$ cat src/rtl/rename_pkg.sv
// rename_pkg: shared constants and types for the register-rename stage.
//   ARCH_REGS/PHYS_REGS/AW/PW : register-file geometry
//   FL_DEPTH / FL_IW          : free-list depth and index width
//   arch_t / phys_t           : architectural / physical register indices
//   flptr_t                   : free-list pointer (index plus wrap bit)
// Optional feature macro used by rename_unit: RN_BUSY_TABLE_EN.
package rename_pkg;
  localparam int ARCH_REGS = 32;
  localparam int PHYS_REGS = 64;
  localparam int AW        = 5;
  localparam int PW        = 6;
  localparam int FL_DEPTH  = PHYS_REGS - ARCH_REGS;
  localparam int FL_IW     = $clog2(FL_DEPTH);

  typedef logic [AW-1:0]    arch_t;
  typedef logic [PW-1:0]    phys_t;
  typedef logic [FL_IW:0]   flptr_t;
  typedef logic [FL_IW-1:0] flidx_t;

  // Identity mapping used for both RATs at reset.
  function automatic phys_t reset_map(input int i);
    return phys_t'(i);
  endfunction

  // r0 is hardwired zero regardless of the table contents.
  function automatic phys_t map_src(input arch_t a, input phys_t m);
    return (a == '0) ? '0 : m;
  endfunction
endpackage

$ cat src/rtl/rename_free_list.sv
// rename_free_list: circular free list of physical registers.
//   clk, rst      : clock, async active-high reset
//   flush         : speculative head <= committed head (after this cycle's commits)
//   pop_cnt_i     : registers allocated this cycle (0..2), already gated by fire
//   pushN_en_i/pushN_i : freed registers from commit slot N (slot 1 lands first)
//   pop0_o/pop1_o : entries at head and head+1
//   count_o       : free entries visible to the speculative head
// Every commit retires one allocation, so the committed head advances once per push.
module rename_free_list
  import rename_pkg::*;
(
  input  logic       clk,
  input  logic       rst,
  input  logic       flush,
  input  logic [1:0] pop_cnt_i,
  input  logic       push0_en_i,
  input  phys_t      push0_i,
  input  logic       push1_en_i,
  input  phys_t      push1_i,
  output phys_t      pop0_o,
  output phys_t      pop1_o,
  output flptr_t     count_o
);
  phys_t      mem_q [FL_DEPTH];
  flptr_t     head_q, chead_q, tail_q;
  flptr_t     head_d, chead_d;
  logic [1:0] push_cnt;
  flidx_t     hidx1, tidx1;

  assign push_cnt = {1'b0, push0_en_i} + {1'b0, push1_en_i};
  assign chead_d  = chead_q + flptr_t'(push_cnt);
  assign head_d   = flush ? chead_d : head_q + flptr_t'(pop_cnt_i);
  assign hidx1    = head_q[FL_IW-1:0] + flidx_t'(1);
  // A lone slot-2 push lands at the tail itself.
  assign tidx1    = tail_q[FL_IW-1:0] + flidx_t'(push0_en_i);

  assign pop0_o  = mem_q[head_q[FL_IW-1:0]];
  assign pop1_o  = mem_q[hidx1];
  assign count_o = tail_q - head_q;

  always_ff @(posedge clk or posedge rst) begin
    if (rst) begin
      for (int k = 0; k < FL_DEPTH; k++) mem_q[k] <= phys_t'(ARCH_REGS + k);
      head_q  <= '0;
      chead_q <= '0;
      tail_q  <= flptr_t'(FL_DEPTH);
    end else begin
      if (push0_en_i) mem_q[tail_q[FL_IW-1:0]] <= push0_i;
      if (push1_en_i) mem_q[tidx1] <= push1_i;
      head_q  <= head_d;
      chead_q <= chead_d;
      tail_q  <= tail_q + flptr_t'(push_cnt);
    end
  end
endmodule

$ cat src/rtl/rename_unit.sv
// rename_unit: 2-wide register rename with speculative/committed RATs.
//   clk, rst, flush, Stall : clock, async reset, flush restore, downstream stall
//   RN_Stall               : free list cannot cover this cycle's allocations
//   ID_InstN_*             : instruction pair to rename (N = 1,2)
//   RE_InstN_*             : renamed sources, new and previous destination mappings
//   CM_InstN_*             : committing instructions (update committed RAT, free old regs)
// Optional (macro RN_BUSY_TABLE_EN): WB_Valid/WB_Phydst writeback inputs and
// RE_InstN_SrcMRdy ready flags backed by a per-physical-register ready table.
// Outputs are combinational; the downstream pipeline register latches them.
module rename_unit
  import rename_pkg::*;
(
  input  logic       clk,
  input  logic       rst,
  input  logic       flush,
  input  logic       Stall,
  output logic       RN_Stall,
  input  logic       ID_Inst1_Valid,
  input  logic       ID_Inst1_WrEn,
  input  logic [4:0] ID_Inst1_Src1,
  input  logic [4:0] ID_Inst1_Src2,
  input  logic [4:0] ID_Inst1_Rdst,
  input  logic       ID_Inst2_Valid,
  input  logic       ID_Inst2_WrEn,
  input  logic [4:0] ID_Inst2_Src1,
  input  logic [4:0] ID_Inst2_Src2,
  input  logic [4:0] ID_Inst2_Rdst,
  output logic [5:0] RE_Inst1_RSrc1,
  output logic [5:0] RE_Inst1_RSrc2,
  output logic [5:0] RE_Inst1_Phydst,
  output logic [5:0] RE_Inst1_OldPhydst,
  output logic [5:0] RE_Inst2_RSrc1,
  output logic [5:0] RE_Inst2_RSrc2,
  output logic [5:0] RE_Inst2_Phydst,
  output logic [5:0] RE_Inst2_OldPhydst,
`ifdef RN_BUSY_TABLE_EN
  input  logic [1:0]         WB_Valid,
  input  logic [1:0][PW-1:0] WB_Phydst,
  output logic               RE_Inst1_Src1Rdy,
  output logic               RE_Inst1_Src2Rdy,
  output logic               RE_Inst2_Src1Rdy,
  output logic               RE_Inst2_Src2Rdy,
`endif
  input  logic       CM_Inst1_Valid,
  input  logic       CM_Inst1_WrEn,
  input  logic [4:0] CM_Inst1_Rdst,
  input  logic [5:0] CM_Inst1_Phydst,
  input  logic [5:0] CM_Inst1_OldPhydst,
  input  logic       CM_Inst2_Valid,
  input  logic       CM_Inst2_WrEn,
  input  logic [4:0] CM_Inst2_Rdst,
  input  logic [5:0] CM_Inst2_Phydst,
  input  logic [5:0] CM_Inst2_OldPhydst
);
  phys_t      rat_q [ARCH_REGS];
  phys_t      rat_d [ARCH_REGS];
  phys_t      crat_q[ARCH_REGS];
  phys_t      crat_d[ARCH_REGS];
  logic       alloc1, alloc2, cm1, cm2, fire, fwd21, fwd22, same_dst;
  logic [1:0] need;
  flptr_t     fl_count;
  phys_t      pop0, pop1, phy1, phy2;

  assign alloc1 = ID_Inst1_Valid & ID_Inst1_WrEn & (ID_Inst1_Rdst != '0);
  assign alloc2 = ID_Inst2_Valid & ID_Inst2_WrEn & (ID_Inst2_Rdst != '0);
  assign cm1    = CM_Inst1_Valid & CM_Inst1_WrEn & (CM_Inst1_Rdst != '0);
  assign cm2    = CM_Inst2_Valid & CM_Inst2_WrEn & (CM_Inst2_Rdst != '0);
  assign need   = {1'b0, alloc1} + {1'b0, alloc2};

  // Judged on the pre-edge count: registers freed by this cycle's commits
  // are not usable until next cycle.
  assign RN_Stall = fl_count < flptr_t'(need);
  assign fire     = ~Stall & ~RN_Stall & ~flush;

  assign phy1 = alloc1 ? pop0 : '0;
  assign phy2 = alloc2 ? (alloc1 ? pop1 : pop0) : '0;

  // Intra-pair dependencies: slot 2 sees slot 1's new destination.
  assign fwd21    = alloc1 & (ID_Inst2_Src1 == ID_Inst1_Rdst);
  assign fwd22    = alloc1 & (ID_Inst2_Src2 == ID_Inst1_Rdst);
  assign same_dst = alloc1 & (ID_Inst2_Rdst == ID_Inst1_Rdst);

  assign RE_Inst1_RSrc1     = map_src(ID_Inst1_Src1, rat_q[ID_Inst1_Src1]);
  assign RE_Inst1_RSrc2     = map_src(ID_Inst1_Src2, rat_q[ID_Inst1_Src2]);
  assign RE_Inst2_RSrc1     = fwd21 ? phy1 : map_src(ID_Inst2_Src1, rat_q[ID_Inst2_Src1]);
  assign RE_Inst2_RSrc2     = fwd22 ? phy1 : map_src(ID_Inst2_Src2, rat_q[ID_Inst2_Src2]);
  assign RE_Inst1_Phydst    = phy1;
  assign RE_Inst2_Phydst    = phy2;
  assign RE_Inst1_OldPhydst = alloc1 ? rat_q[ID_Inst1_Rdst] : '0;
  assign RE_Inst2_OldPhydst = alloc2 ? (same_dst ? phy1 : rat_q[ID_Inst2_Rdst]) : '0;

  rename_free_list u_fl (
    .clk        (clk),
    .rst        (rst),
    .flush      (flush),
    .pop_cnt_i  (fire ? need : 2'd0),
    .push0_en_i (cm1),
    .push0_i    (CM_Inst1_OldPhydst),
    .push1_en_i (cm2),
    .push1_i    (CM_Inst2_OldPhydst),
    .pop0_o     (pop0),
    .pop1_o     (pop1),
    .count_o    (fl_count)
  );

  // Slot 2 is written last so it wins on equal destinations.
  always_comb begin
    crat_d = crat_q;
    if (cm1) crat_d[CM_Inst1_Rdst] = CM_Inst1_Phydst;
    if (cm2) crat_d[CM_Inst2_Rdst] = CM_Inst2_Phydst;
    rat_d = rat_q;
    if (flush) rat_d = crat_d;
    else if (fire) begin
      if (alloc1) rat_d[ID_Inst1_Rdst] = phy1;
      if (alloc2) rat_d[ID_Inst2_Rdst] = phy2;
    end
  end

  always_ff @(posedge clk or posedge rst) begin
    if (rst) begin
      for (int i = 0; i < ARCH_REGS; i++) begin
        rat_q[i]  <= reset_map(i);
        crat_q[i] <= reset_map(i);
      end
    end else begin
      rat_q  <= rat_d;
      crat_q <= crat_d;
    end
  end

`ifdef RN_BUSY_TABLE_EN
  logic [PHYS_REGS-1:0] rdy_q, rdy_d, wb_hit, rdy_view;

  always_comb begin
    wb_hit = '0;
    for (int w = 0; w < 2; w++) if (WB_Valid[w]) wb_hit[WB_Phydst[w]] = 1'b1;
    rdy_d = rdy_q | wb_hit;
    if (fire) begin
      if (alloc1) rdy_d[phy1] = 1'b0;
      if (alloc2) rdy_d[phy2] = 1'b0;
    end
    if (flush) rdy_d = '1;
  end

  // Same-cycle writebacks bypass the table.
  assign rdy_view         = rdy_q | wb_hit;
  assign RE_Inst1_Src1Rdy = rdy_view[RE_Inst1_RSrc1];
  assign RE_Inst1_Src2Rdy = rdy_view[RE_Inst1_RSrc2];
  assign RE_Inst2_Src1Rdy = ~fwd21 & rdy_view[RE_Inst2_RSrc1];
  assign RE_Inst2_Src2Rdy = ~fwd22 & rdy_view[RE_Inst2_RSrc2];

  always_ff @(posedge clk or posedge rst) begin
    if (rst) rdy_q <= '1;
    else     rdy_q <= rdy_d;
  end
`endif
endmodule

$ cat config.mk
export PLATFORM = sky130hd
export DESIGN_NAME = rename_unit
export DESIGN_NICKNAME = d
export VERILOG_FILES = /design/src/rtl/rename_pkg.sv /design/src/rtl/rename_free_list.sv /design/src/rtl/rename_unit.sv
export SDC_FILE = /design/constraint.sdc
export NUM_CORES = 2
export LEC_CHECK = 0
export ABC_AREA = 1
export CAP_MARGIN = 20
export CELL_PAD_IN_SITES_DETAIL_PLACEMENT = 1
export CELL_PAD_IN_SITES_GLOBAL_PLACEMENT = 1
export CORE_MARGIN = 2
export CORE_UTILIZATION = 41
export DETAILED_ROUTE_END_ITERATION = 7
export HOLD_SLACK_MARGIN = 0.06
export PLACE_DENSITY_LB_ADDON = 0.1
export SYNTH_ARGS = -nofsm -noshare
export SYNTH_HDL_FRONTEND = slang
export SYNTH_SLANG_ARGS = --single-unit
$ cat constraint.sdc
create_clock -name clk -period 22.1 [get_ports clk]
set_input_delay 5.525 -clock clk [delete_from_list [all_inputs] [get_ports clk]]
set_output_delay 5.525 -clock clk [all_outputs]
set_load 0.03 [all_outputs]
Yosys cells after proc, flatten, opt, wreduce, memory -nomap -nowiden. Cells that the tools add are included.

Input bits: 76. Latch bits: 0. Memory bits (read-only): 0. Flip-flop bits (word level): 594. Memories kept: 0. Logic and storage cells: 238. Memory bits (writable): 0.

Divide/modulo/power cells: 0. Add/subtract/negate cells: 8. Reductions and logical operators: 15. Multipliers: 0. Equal/unequal tests: 3. Muxes and demuxes: 66. Magnitude comparators: 19. Bitwise gates (word level): 28. Shifts and indexed selects: 0.

Operators by type and width (count): $mux 192 (10); $bwmux 192 (6); $bmux 6 s5 (8); $mux 6 (35); $demux 6 s5 (6); $ge 6x6->1 const B (12); $not 5->6 (12); $lt 6x1->1 const B (6); $logic_not 5->1 (4); $reduce_bool 5->1 (4); $add 6x2->6 (3); $eq 5x5->1 (3); $and 1x1->1 (13); $logic_and 1x1->1 (6); $lt 6x2->1 (1); $sub 6x6->6 (1); $add 5x1->5 (1); $add 5x1->5 const B (1); $add 1x1->2 (2); $not 1->1 (3); $mux 2 (1); $reduce_bool 2->1 (1).

Logic depth before layout (Yosys ltp).
Depth after elaboration: 13. Gate-level depth with buffers: 25. Gate-level depth less buffers: 23.

By module. A second synthesis with hierarchy kept.

Cells, all modules: 8599. Area total of the unflattened synthesis: 50762.4 um^2.

Modules (own cells, without submodules): rename_unit (area each 35695.5 um^2, times used 1, cells each 6261, seq. area each 9809.4 um^2); rename_free_list (area each 15067.0 um^2, times used 1, cells each 2338, seq. area each 5396.4 um^2).

Worst setup path before layout. OpenSTA, ideal clock, no wires.

Path kind: in2out. Start point: input ID_Inst2_Rdst[1]. End point: output RE_Inst2_OldPhydst[1]. Stages: 12. Arrival time: 7295 ps. Data required time: 16575 ps. Setup slack: 9280 ps. Path through: buf_2 -> inv_1 -> nor2_1 -> inv_1 -> clkbuf_1 -> buf_1 -> o22ai_1 -> o21ai_0 -> nand2_1 -> nor2_1 -> nand2_1 -> a21oi_1.

Longest elaborated chain between the ends: 6.

Ends and longest elaborated chain: start, declared (RTL line rename_unit.sv:27) `input logic [4:0] ID_Inst2_Rdst,`; $not 5->6 (implied by the code) (RTL line rename_unit.sv:90) `assign RE_Inst2_OldPhydst = alloc2 ? (same_dst ? phy1 : rat_q[ID_Inst2_Rdst]) : '0;`; $bmux 6 s5 (RTL line rename_unit.sv:90); $mux 6 (implied by the code) (2 in a row) (RTL line rename_unit.sv:90); $mux 6 (RTL line rename_unit.sv:90); $mux 6 (*) (RTL line rename_unit.sv:90); end, declared (RTL line rename_unit.sv:35) `output logic [5:0] RE_Inst2_OldPhydst,`.

Mark *: on every way between the ends. The rest lies on a longest branch, timed or not. The select of a mux whose other input is x is not followed.

Worst setup path in the final report.
Start point: input ID_Inst1_Rdst[1]. End point: output RE_Inst2_OldPhydst[5].

Longest elaborated chain between the ends: 5.

Ends and longest elaborated chain: start, declared (RTL line rename_unit.sv:22) `input logic [4:0] ID_Inst1_Rdst,`; $reduce_bool 5->1 (RTL line rename_unit.sv:64) `assign alloc1 = ID_Inst1_Valid & ID_Inst1_WrEn & (ID_Inst1_Rdst != '0);`; $and 1x1->1 (RTL line rename_unit.sv:64); $mux 6 / $and 1x1->1 (equally long branches) (RTL line rename_unit.sv:75, rename_unit.sv:81); $mux 6 (*) (2 in a row) (RTL line rename_unit.sv:90).

Mark *: on every way between the ends. The rest lies on a longest branch, timed or not.

==> flow_metrics.env <==
export IMPL_status="completed"
export IMPL_avgSynthCellArea_sq_um=6.172
export IMPL_hold_buffers=0
export IMPL_area_growth_pct=8.231
export IMPL_numCtsBuffers=78
export IMPL_ys_types=48
export IMPL_fp_dieW_microns=356.9
export IMPL_grt_usage_pct=48.20
export IMPL_internal_power_mw=3.343
export IMPL_netlist_area_sq_mm=0.05106
export IMPL_synth_warning_count=0
export IMPL_die_h_microns=356.9
export IMPL_wl_per_cell_microns=32.75
export IMPL_cts_buffer_depth=3
export IMPL_required_ns=16.58
export IMPL_crit_type="input pin to output pin"
export IMPL_initial_core_util_pct=41.30
export IMPL_critical_path_max_fanout=51
export IMPL_route_detailed_drc=0
export IMPL_critPathArrivalTime_ns=9.87
export IMPL_regArea_sq_mm=0.01521
export IMPL_setup_tns_ns=0
export IMPL_ys_async_sr_fraction_pct=100.0
export IMPL_io_pins=125
export IMPL_leakage_nw=24.21
export IMPL_period_share_pct=69.67
export IMPL_ys_ff_latch=594
export IMPL_drtIter0Drc=7923
export IMPL_seq_area_frac_synth_pct=29.78
export IMPL_postRouteAntennaNets=0
export IMPL_p_per_area_mw_per_mm2=135.3
export IMPL_p_seq_share_pct=30.3
export IMPL_synth_cells=8273
export IMPL_overflow=0
export IMPL_startpoint="ID_Inst1_Rdst[1]"
export IMPL_pwr_share_comb_pct=51.4
export IMPL_antenna_found_initial=32
export IMPL_layout_drive_gt1_share_pct=8.316
export IMPL_cts_setup_buffers=0
export IMPL_multiInputGateArea_sq_mm=0.03030
export IMPL_skew_ns=0.05444
export IMPL_portBuffers=124
export IMPL_worst_setup_path_start_kind="input pin"
export IMPL_fill_cells=16470
export IMPL_p_clk_share_pct=18.3
export IMPL_layout_nets=8028
export IMPL_hold_class="flop to flop"
export IMPL_final_cell_mix="nand2_1 (2232), nand3_1 (1275), o21ai_0 (991)"
export IMPL_dieArea_sq_mm=0.1274
export IMPL_htreeDepth=3
export IMPL_grt_pass1_wl_microns=443600
export IMPL_period_minus_slack_ns=15.40
export IMPL_p_sw_share_pct=55.27
export IMPL_p_switching_mw=4.132
export IMPL_slew_headroom_pct=10.90
export IMPL_cts_root_buf="clkbuf_16"
export IMPL_grt_pass1_vias=59980
export IMPL_dp_cells=9485
export IMPL_clk_latency_ns=0.74
export IMPL_clock_sinks=594
export IMPL_tritoncts="yes"
export IMPL_synthFlopType="dfrtp_1"
export IMPL_drt_pass1_iter_count=6
export IMPL_vias=63080
export IMPL_max_freq_mhz=64.95
export IMPL_core_sq_mm=0.1236
export IMPL_final_setup_viol_count=0
export IMPL_avgViaCountPerCell=6.540
export IMPL_fin_util_pct=44.70
export IMPL_dpl_hpwl_microns=217900
export IMPL_synth_nets=8369
export IMPL_cp_end_kind="output pin"
export IMPL_worstReg2RegStart="u_fl.head_q[1]$_DFF_PP0_"
export IMPL_layout_commonest_cell="nand2_1"
export IMPL_ctsResizeCount=0
export IMPL_tightest_slew_ns=1.336
export IMPL_hold_viol=0
export IMPL_rsz0062_at_grt="no"
export IMPL_min_from="crat_q[189]$_DFF_PP0_"
export IMPL_grt_max_degree=150
export IMPL_max_vdd_ir_drop_v=0.0001152
export IMPL_final_cells=9646
export IMPL_wl_microns=315900
export IMPL_maxCapViolCount=0
export IMPL_clk_pin_slew_ns=0.06
export IMPL_slew_viol_final=0
export IMPL_place_gp_congestion=1.094
export IMPL_fp_row_count=129
export IMPL_synth_edf_count=0
## critical path: stages
cell and delay [ns]:
clkdlybuf4s50_1 0.72, nor2_8 0.87, nand3_2 0.18, nand2_4 0.49
inv_4 0.23, nand4_1 0.53, o21ai_0 0.18, a21oi_1 0.37
clkdlybuf4s50_1 0.75
## Yosys cell counts, drive strengths merged, types with 40 or more instances
| cell | instances | share of area (%) |
|---|---|---|
| a21oi | 521 | 5.1 |
| a22oi | 58 | 0.85 |
| and2 | 161 | 2.0 |
| buf | 274 | 2.9 |
| clkbuf | 427 | 3.1 |
| dfrtp | 321 | 16 |
| dfstp | 273 | 14 |
| inv | 682 | 5.0 |
| nand2 | 2254 | 17 |
| nand3 | 1290 | 13 |
| nor2 | 336 | 2.6 |
| nor2b | 186 | 2.3 |
| nor3 | 40 | 0.47 |
| o2111ai | 42 | 0.72 |
| o211ai | 190 | 2.8 |
| o21ai | 1033 | 10 |
| o22ai | 67 | 0.82 |
## per-stage QoR
step	worst slack (ns)	hold slack (ns)	power (mW)	cell area, sq um
floorplan	0.4020	0.4294	4.050	51060
global placement	6.878	0.3654	5.752	52510
detailed placement	6.855	0.3684	5.841	52530
CTS	6.819	0.3806	7.224	55200
global route	6.680	0.3973	7.662	55240
finish	6.704	0.3778	7.475	55270
## area by class of cell
type	count	area share, %
multi-input combinational	6289	54.82
sequential	594	27.52
inverter	689	4.729
timing repair buffer	280	4.335
clock buffer	121	4.134
tap	1637	3.706
clock inverter	24	0.6950
antenna	12	0.05433
## logic make-up after synthesis
kind of cell    after synthesis  synth area share [%]
compound gates             1959                 21.14
flops                       594                 29.78
fa+ha+maj                    20                0.5489
simple gates               4282                 36.97
buf+inv                    1390                 11.07
xor+xnor                     28                0.4949
## power groups by stage
stage / Clock, mW / Sequential, mW / Combinational [mW]
finish: 1.37 / 2.27 / 3.84
global route: 1.42 / 2.24 / 4.01
CTS: 1.38 / 2.20 / 3.65
detailed placement: 0 / 2.21 / 3.63
global placement: 0 / 2.20 / 3.55
floorplan: 0 / 1.77 / 2.28
## state kept, by name, summed over array words and instances, names as in the netlist
signal        count
u_fl.mem_q      192
u_fl.chead_q      6
rat_q           192
crat_q          192
u_fl.tail_q       6
u_fl.head_q       6
## worst paths after layout
check                                      endpoint  slack, ns  depth (start not counted)
setup / recovery              RE_Inst2_OldPhydst[5]       6.70                          9
hold / removal                crat_q[189]$_DFF_PP0_       0.38                          0
setup reg to reg             rat_q[159]$_DFFE_PP0P_      15.96                         18
hold reg to reg               crat_q[189]$_DFF_PP0_       0.38                          0
max in group asynchronous  u_fl.mem_q[32]$_DFF_PP0_      13.87                          5
min in group asynchronous     crat_q[189]$_DFF_PP0_       5.26                          2
## routing by layer
layer	GRT usage (%)	routed length, microns
met1	58.19	116400
met2	70.63	131400
met3	13.39	34670
met4	41.68	33210
met5	0	221
No activity file was read; power rests on OpenSTA's default activity.
